--- config.mk ---
export PLATFORM = sky130hd
export DESIGN_NAME = fifo32_stream_reader_flat
export DESIGN_NICKNAME = d
export VERILOG_FILES = /design/src/rtl/eyeriss_pkg.sv /design/src/rtl/fifo32_stream_reader_if.sv /design/src/rtl/fifo32_stream_reader.sv /design/src/flat_wrapper.sv
export SDC_FILE = /design/constraint.sdc
export NUM_CORES = 1
export LEC_CHECK = 0
export ABC_CLOCK_PERIOD_IN_PS = 2300
export BUFFER_PORTS_ARGS = -buffer_cell sky130_fd_sc_hd__buf_2
export CAP_MARGIN = 0
export CORE_ASPECT_RATIO = 2
export CORE_UTILIZATION = 35
export DETAILED_ROUTE_END_ITERATION = 10
export MAX_ROUTING_LAYER = met4
export PLACE_DENSITY = 0.61
export SYNTH_ARGS = -nofsm -noshare
export SYNTH_HDL_FRONTEND = slang
export SYNTH_SLANG_ARGS = --single-unit
--- constraint.sdc ---
create_clock -name clk -period 2.3 [get_ports clk]
set_clock_uncertainty 0.2 [all_clocks]
set_input_delay 0.115 -clock clk [delete_from_list [all_inputs] [get_ports clk]]
set_output_delay 0.115 -clock clk [all_outputs]
set_load 0.03 [all_outputs]
--- src/rtl/eyeriss_pkg.sv ---
// Shared Eyeriss definitions: FIFO/PE widths and the stream reader FSM encoding.
package eyeriss_pkg;

  localparam int unsigned FIFO_DATA_W = 32;
  localparam int unsigned PE_HALF_W   = 16;

  typedef enum logic [2:0] {
    ST_IDLE    = 3'd0,
    ST_REQ     = 3'd1,
    ST_CAPT    = 3'd2,
    ST_SEND_LO = 3'd3,
    ST_SEND_HI = 3'd4,
    ST_DONE    = 3'd5
  } rd_state_e;

endpackage

--- src/rtl/fifo32_stream_reader_if.sv ---
// FIFO read port plus PE element handshake seen by the stream reader.
interface fifo32_stream_reader_if;

  logic                                fifo_empty;
  logic                                fifo_push;
  logic                                fifo_pop;
  logic [eyeriss_pkg::FIFO_DATA_W-1:0] fifo_dout;
  logic                                out_valid;
  logic [eyeriss_pkg::PE_HALF_W-1:0]   out_data;
  logic                                out_ready;

  modport master (
    input  fifo_empty, fifo_push, fifo_dout, out_ready,
    output fifo_pop, out_valid, out_data
  );

  modport slave (
    output fifo_empty, fifo_push, fifo_dout, out_ready,
    input  fifo_pop, out_valid, out_data
  );

endinterface

--- src/rtl/fifo32_stream_reader.sv ---
// Drains a commanded number of 32-bit FIFO words and streams them out as
// 16-bit halves (low half first); yields the FIFO to the writer on conflict.
module fifo32_stream_reader
  import eyeriss_pkg::*;
#(
  parameter int unsigned LEN_W = 8
) (
  input  logic                  clk,
  input  logic                  rstn,
  input  logic                  start,
  input  logic [LEN_W-1:0]      len,
  input  logic                  abort,
  output logic                  busy,
  output logic                  done,
  output logic [LEN_W-1:0]      words_left,
  fifo32_stream_reader_if.master bus
);

  localparam int unsigned DATA_W = FIFO_DATA_W;
  localparam int unsigned HALF_W = PE_HALF_W;

  rd_state_e         state_q, state_d;
  logic [LEN_W-1:0]  words_left_q, words_left_d;
  logic [DATA_W-1:0] word_q, word_d;
  logic              pop_c;

  // State, counter and word register.
  always_ff @(posedge clk or negedge rstn) begin
    if (!rstn) begin
      state_q      <= ST_IDLE;
      words_left_q <= '0;
      word_q       <= '0;
    end else begin
      state_q      <= state_d;
      words_left_q <= words_left_d;
      word_q       <= word_d;
    end
  end

  // Next state; pop is only raised in REQ and only when the writer is idle.
  always_comb begin
    state_d      = state_q;
    words_left_d = words_left_q;
    word_d       = word_q;
    pop_c        = 1'b0;

    unique case (state_q)
      ST_IDLE: begin
        if (start) begin
          words_left_d = len;
          state_d      = (len != '0) ? ST_REQ : ST_DONE;
        end
      end
      ST_REQ: begin
        pop_c = ~bus.fifo_empty & ~bus.fifo_push;
        if (pop_c) state_d = ST_CAPT;
      end
      ST_CAPT: begin
        word_d  = bus.fifo_dout;
        state_d = ST_SEND_LO;
      end
      ST_SEND_LO: begin
        if (bus.out_ready) state_d = ST_SEND_HI;
      end
      ST_SEND_HI: begin
        if (bus.out_ready) begin
          if (words_left_q != '0) words_left_d = words_left_q - LEN_W'(1);
          state_d = (words_left_q <= LEN_W'(1)) ? ST_DONE : ST_REQ;
        end
      end
      ST_DONE: state_d = ST_IDLE;
      default: state_d = ST_IDLE;
    endcase

    // A pop already issued this cycle still completes; its data is dropped.
    if (abort) begin
      state_d      = ST_IDLE;
      words_left_d = '0;
      word_d       = '0;
    end
  end

  assign busy       = (state_q != ST_IDLE);
  assign done       = (state_q == ST_DONE);
  assign words_left = words_left_q;

  assign bus.fifo_pop  = pop_c;
  assign bus.out_valid = (state_q == ST_SEND_LO) || (state_q == ST_SEND_HI);
  assign bus.out_data  = (state_q == ST_SEND_LO) ? word_q[HALF_W-1:0] :
                         (state_q == ST_SEND_HI) ? word_q[DATA_W-1:HALF_W] :
                                                   HALF_W'(0);

endmodule

--- src/flat_wrapper.sv ---
// flat-port wrapper written by rule: the top's interface ports become plain ports
module fifo32_stream_reader_flat import eyeriss_pkg::*;
#(
  parameter int unsigned LEN_W = 8
)
  (clk, rstn, start, len, abort, busy, done, words_left, bus_fifo_empty, bus_fifo_push, bus_fifo_dout, bus_out_ready, bus_fifo_pop, bus_out_valid, bus_out_data);
  fifo32_stream_reader_if bus_i ();
  input  logic clk;
  input  logic rstn;
  input  logic start;
  input  logic [LEN_W-1:0] len;
  input  logic abort;
  output logic busy;
  output logic done;
  output logic [LEN_W-1:0] words_left;
  input wire logic [$bits(bus_i.fifo_empty)-1:0] bus_fifo_empty;
  input wire logic [$bits(bus_i.fifo_push)-1:0] bus_fifo_push;
  input wire logic [$bits(bus_i.fifo_dout)-1:0] bus_fifo_dout;
  input wire logic [$bits(bus_i.out_ready)-1:0] bus_out_ready;
  output wire logic [$bits(bus_i.fifo_pop)-1:0] bus_fifo_pop;
  output wire logic [$bits(bus_i.out_valid)-1:0] bus_out_valid;
  output wire logic [$bits(bus_i.out_data)-1:0] bus_out_data;
  assign bus_i.fifo_empty = bus_fifo_empty;
  assign bus_i.fifo_push = bus_fifo_push;
  assign bus_i.fifo_dout = bus_fifo_dout;
  assign bus_i.out_ready = bus_out_ready;
  assign bus_fifo_pop = bus_i.fifo_pop;
  assign bus_out_valid = bus_i.out_valid;
  assign bus_out_data = bus_i.out_data;
  fifo32_stream_reader #(.LEN_W(LEN_W)) u_core (.clk(clk), .rstn(rstn), .start(start), .len(len), .abort(abort), .busy(busy), .done(done), .words_left(words_left), .bus(bus_i));
endmodule
---- Yosys cells after proc, flatten, opt, wreduce, memory -nomap -nowiden ----
Index checks and enable logic that the tools add are counted.
Widths: inputs -> output; s select.
cells by class
  bitwise operators ....................... 3
  multiplexer cells ....................... 18
  reduce and logical (&&, ||, !) cells .... 9
  add/sub/neg operators ................... 1
  equal/unequal tests ..................... 10
  magnitude comparators ................... 1
operators with widths
  operator             number
  $mux 32              2
  $mux 16              2
  $mux 8               4
  $mux 3               7
  $pmux 8 s2           1
  $reduce_bool 8->1    2
  $pmux 3 s5           1
  $ne 3x3->1 const B   3
  $le 8x1->1 const B   1
  $reduce_and 4->1     2
  $sub 8x1->8 const B  1
  $eq 3x2->1 const B   2
  $eq 3x3->1 const B   2
  $ne 3x2->1 const B   2
  $reduce_bool 3->1    2
  $eq 3x1->1 const B   1
  $logic_not 3->1      1
  $not 1->1            2
  $reduce_bool 2->1    1
  $and 1x1->1          1
  $logic_or 1x1->1     1
  $mux 1               1
storage, ports and cells
  bits in registers ....................... 43
  logic and storage cells ................. 45
  input port bits ......................... 47
  output and inout port bits .............. 28

---- Logic depth before layout (Yosys ltp) ----
  depth after elaboration ................. 5
  depth in mapped cells ................... 7
  gate-level depth less buffers ........... 6

---- Worst setup path before layout ----
Ideal clock, no wire load.
  kind .................................... register to register
  from .................................... register u_core.words_left_q[1], in the netlist u_core.words_left[1]
  to ...................................... register u_core.words_left_q[3], in the netlist u_core.words_left[3]
  stages on the path, launching flop included .. 7
  slack ................................... 0.158 ns
  data required time ...................... 1.976 ns
  period minus slack after synthesis ...... 2.142 ns
  buffers on the path ..................... 0
  arrival time ............................ 1.818 ns
  setup time .............................. 0.124 ns
  cells stage by stage .................... dfrtp_1 inv_1 ha_1 or4bb_1 o211ai_2 nor3_1 a211o_1
on the way
  cells in the longest elaborated chain, start to end .. 5
  elaborated cells between the ends (all ways) .. 8
  those cells by class .................... 1 x add/sub; 1 x eq/ne; 4 x mux; 2 x reduce/logical
ends and longest elaborated chain
  element                   line                        source
  start: declaration        fifo32_stream_reader.sv:23  logic [LEN_W-1:0] words_left_q, words_left_d;
  start signal: assignment  fifo32_stream_reader.sv:35  words_left_q <= words_left_d;
  $sub 8x1->8               fifo32_stream_reader.sv:67  if (words_left_q != '0) words_left_d = words_left_q - LEN_W'(1);
  $mux 8                    fifo32_stream_reader.sv:67
  $mux 8                    fifo32_stream_reader.sv:66  if (bus.out_ready) begin
  $pmux 8 s2                fifo32_stream_reader.sv:47  unique case (state_q)
  $mux 8                    fifo32_stream_reader.sv:76  if (abort) begin
Several ways; a longest one is shown, not always the timed one. The select of a mux whose other input is x is not followed.
A chain may end at the register's enable or synchronous reset.

---- Worst setup path after layout ----
  from .................................... register u_core.state_q[1]
  to ...................................... output port bus_out_data[15]
on the way
  cells in the longest elaborated chain, start to end .. 3
  elaborated cells between the ends (all ways) .. 4
  those cells by class .................... 2 x eq/ne; 2 x mux
ends and longest elaborated chain
  element                   line                        source
  start: declaration        fifo32_stream_reader.sv:22  rd_state_e state_q, state_d;
  start signal: assignment  fifo32_stream_reader.sv:34  state_q <= state_d;
  $eq 3x3->1                fifo32_stream_reader.sv:90  (state_q == ST_SEND_HI) ? word_q[DATA_W-1:HALF_W] :
  $mux 16                   fifo32_stream_reader.sv:90
  $mux 16 *                 fifo32_stream_reader.sv:89  assign bus.out_data = (state_q == ST_SEND_LO) ? word_q[HALF_W-1:0] :
  end: declaration          flat_wrapper.sv:22          output wire logic [$bits(bus_i.out_data)-1:0] bus_out_data;
Mark *: on every way between the ends. The rest lies on a longest branch, timed or not.

==> summary.md <==
| Metric | Value |
|---|---|
| Run status | finished, violations left |
| Violated checks | hold timing |
| Final nets | ~430 |
| Synth top area share | 0.462 |
| Slew @ Worst Pin | 0.518 ns |
| Crit path max-delay cell type | dfrtp_2 |
| Yosys warning count | 0 |
| CP bufs+invs | 2 |
| Non-Filler Instances | 465 |
| Drt first-iter violations | 127 |
| Area leader, netlist | dfrtp_1 |
| Row Count | 41 |
| Worst-path fanout max | 16 |
| CP required | a little under 2 ns |
| Final instance area | 3380 um2 |
| Num ports | 75 |
| Post-route minimum period | roughly 2.2 ns |
| Worst-path clk slew | 0.07 ns |
| Gr usage total | 0.229 |
| Critical Path Sink Type | output port |
| Post-Synthesis Cells | 267 |
| Final hold vios | 2 |
| Fraction of registers with async set/reset | 1.00 |
| Initial antenna violation count | 0 |
| Final global-route overflow total | 0 |
| N_diodes | 0 |
| CTS Buffer Depth | 2 |
| WHS | -0.00323 ns |
| Number of synthesized flops with an enable pin | 0 |
| Vias in the first global route | 2,515 |
| Root buf cell | clkbuf_16 |
| Number of fill cells | ~650 |
| Slew Viols, Final | 0 |
| Seq/Total Area, Yosys | 0.462 |
| Die Width | 59.7 um |
| Port bufs | 74 |
| Setup violations, final | 0 |
| Period utilization | 0.947 |
| Hold crit path type | input pin to register |
| Area delta synth->final | 45.2% |
| Startpoint types | register |
| WP data arrival | 1.86 ns |
| Half-perimeter wire length after detailed placement | roughly 5000 um |
| Die height | 117 um |
| CTS tree | yes |
| Setup TNS | 0 ns |
| Synth Area per Inst | between 8 and 9 um2 |
| Relative slew slack | 0.650 |
| Post-DR vias/cell | approximately 5.2 |
| Drt drc | 0 |
| Area contributors post-synth | dfrtp_1 (46%), nand2_1 (12%), a21oi_1 (8.2%) |
| Routability congestion estimate from global placement | 0.872 |
| Count of cell types in the netlist | 50 |
| Initial core utilization | 0.366 |
| PwrDens | 562 nW/um2 |
| Max_cap viols | 0 |
| Wire per inst | 15.5 um |
| Worst path max stage delay | 0.49 ns |
| Syn Nets | around 320 |
| CP Cell Sequence | nor3b_2, buf_4, a22o_1, buf_2 |
| DR pass1 iterations | 4 |
| Final ANT Viol Nets | 0 |
| Placed inst area | approximately 2800 um2 |
| Most common flop cell mapped by yosys | dfrtp_1 |
| Most frequent cells in the layout | nand2_1 (73), buf_2 (73), dfrtp_1 (42), dlygate4sd3_1 (41), a21oi_1 (38) |
| First-pass GRT wire length | 11,900 um |
| Routed vias | 2,413 |
| CTS Buf Count | 5 |
| Critical path class | register to output port |
| Clk_lat worst skew | 0.29 ns |
| Max Freq | ~0.46 GHz |
| Fraction of layout cells with a size suffix above 1 | 0.285 |
| Largest net degree at the start of global routing | 33 |
| H-tree Lvls | 2 |
| Placed instance count | 416 |
| Routed wire length | 7190 um |
| CTS Sinks | 43 |
| Synthesized flop and latch total | 43 |
| Core box area | 6360 um2 |
| Lkg Pwr | 1.61 nW |
| CP top delay family | buffers and inverters |
| Worst IR Drop VDD | 0.562 mV |
| Post-Syn Area | 2330 um2 |
| Postcts setup bufs | 0 |
| Die ar. | roughly 7000 um2 |
| RSZ-0062 raised after global routing | false |
-- worst paths after layout --
path | startpoint | to | cells past startpoint | slack [ns]
worst max-delay path | u_core.state_q[1] | bus_out_data[15] | 4 | 0.12
worst min-delay path | abort | u_core.word_q[26] | 2 | -0.003
worst max register to register | u_core.words_left[0] | u_core.words_left[2] | 6 | 0.13
worst min register to register | u_core.words_left[5] | u_core.words_left[5] | 1 | 0.32
max in group asynchronous | rstn | u_core.state_q[1] | 3 | 1.36
min in group asynchronous | rstn | u_core.word_q[27] | 2 | 0.01
-- area by class of cell --
cell class / count / area [um2] / area share
Multi-Input combinational cell: 197 / 1150 / 0.340
Tap cell: 86 / 108 / 0.0318
Clock buffer: 5 / 125 / 0.0370
Timing Repair Buffer: 126 / 878 / 0.260
Inverter: 5 / 18.8 / 0.00555
Clock inverter: 3 / 26.3 / 0.00777
Sequential cell: 43 / 1080 / 0.318
-- where the power goes --
group	internal, mW	total (mW)	leakage [nW]	switching, mW
combinational	0.159	0.353	0.942	0.194
clock	0.412	0.734	0.0748	0.322
sequential	0.785	0.813	0.591	0.0281
total	1.36	1.90	1.61	0.544
-- metrics by stage --
step	util	hold slack (ns)	total power, mW	setup WS [ns]
2_1_floorplan	-	-0.381	1.00	0.158
3_3_place_gp	0.443	-0.216	1.13	0.170
3_5_place_dp	0.443	-0.219	1.13	0.162
4_1_cts	0.531	0.00144	1.93	0.0389
5_1_grt	0.532	0.00838	1.98	0.0340
6_report	0.532	-0.00323	1.90	0.121
-- kinds of logic (layout without fill, tap and decap cells) --
family | after synthesis | count (layout) | share of synthesized area
mux | 2 | 2 | 0.00913
flops | 43 | 43 | 0.462
buf+inv | 27 | 139 | 0.0478
compound gates | 84 | 84 | 0.247
simple gates | 109 | 109 | 0.224
fa+ha+maj | 2 | 2 | 0.0107
-- flip-flops by register name (all words and copies together), names as in the netlist --
signal	flops
u_core.word_q	32
u_core.words_left	8
u_core.state_q	3
-- per-layer routing --
| layer | vias up | GRT usage | part of all wire |
|---|---|---|---|
| met5 | - | - | 0 |
| met2 | 83 | 0.406 | 0.56 |
| met1 | 1150 | 0.240 | 0.37 |
| li1 | 1163 | - | - |
| met4 | 0 | 0.0930 | 0.029 |
| met3 | 17 | 0.0364 | 0.040 |
-- cells in the mapped netlist (3+ instances only) --
cell and number:
nand2_1 73, dfrtp_1 43, a21oi_1 38, a22o_1 21, clkbuf_1 19, nor3_1 6
inv_1 4, nand2b_1 4, o21ai_0 4, nor2_1 3, nor4_1 3, o22ai_1 3
or3_1 3
-- repair_timing --
item                       CTS  global route
gates resized for setup      0             3
hold buffers                41             0
setup endpoints to repair    0            17
hold endpoints to repair    79             0
-- worst reg2reg max path, stage by stage, from the launching register on --
cell,delay [ns]
dfrtp_1,0.44
inv_1,0.08
ha_1,0.19
or4bb_1,0.48
o211a_4,0.29
o22ai_1,0.25
a22o_1,0.18
Note: power is estimated with default switching activity, not from simulation.
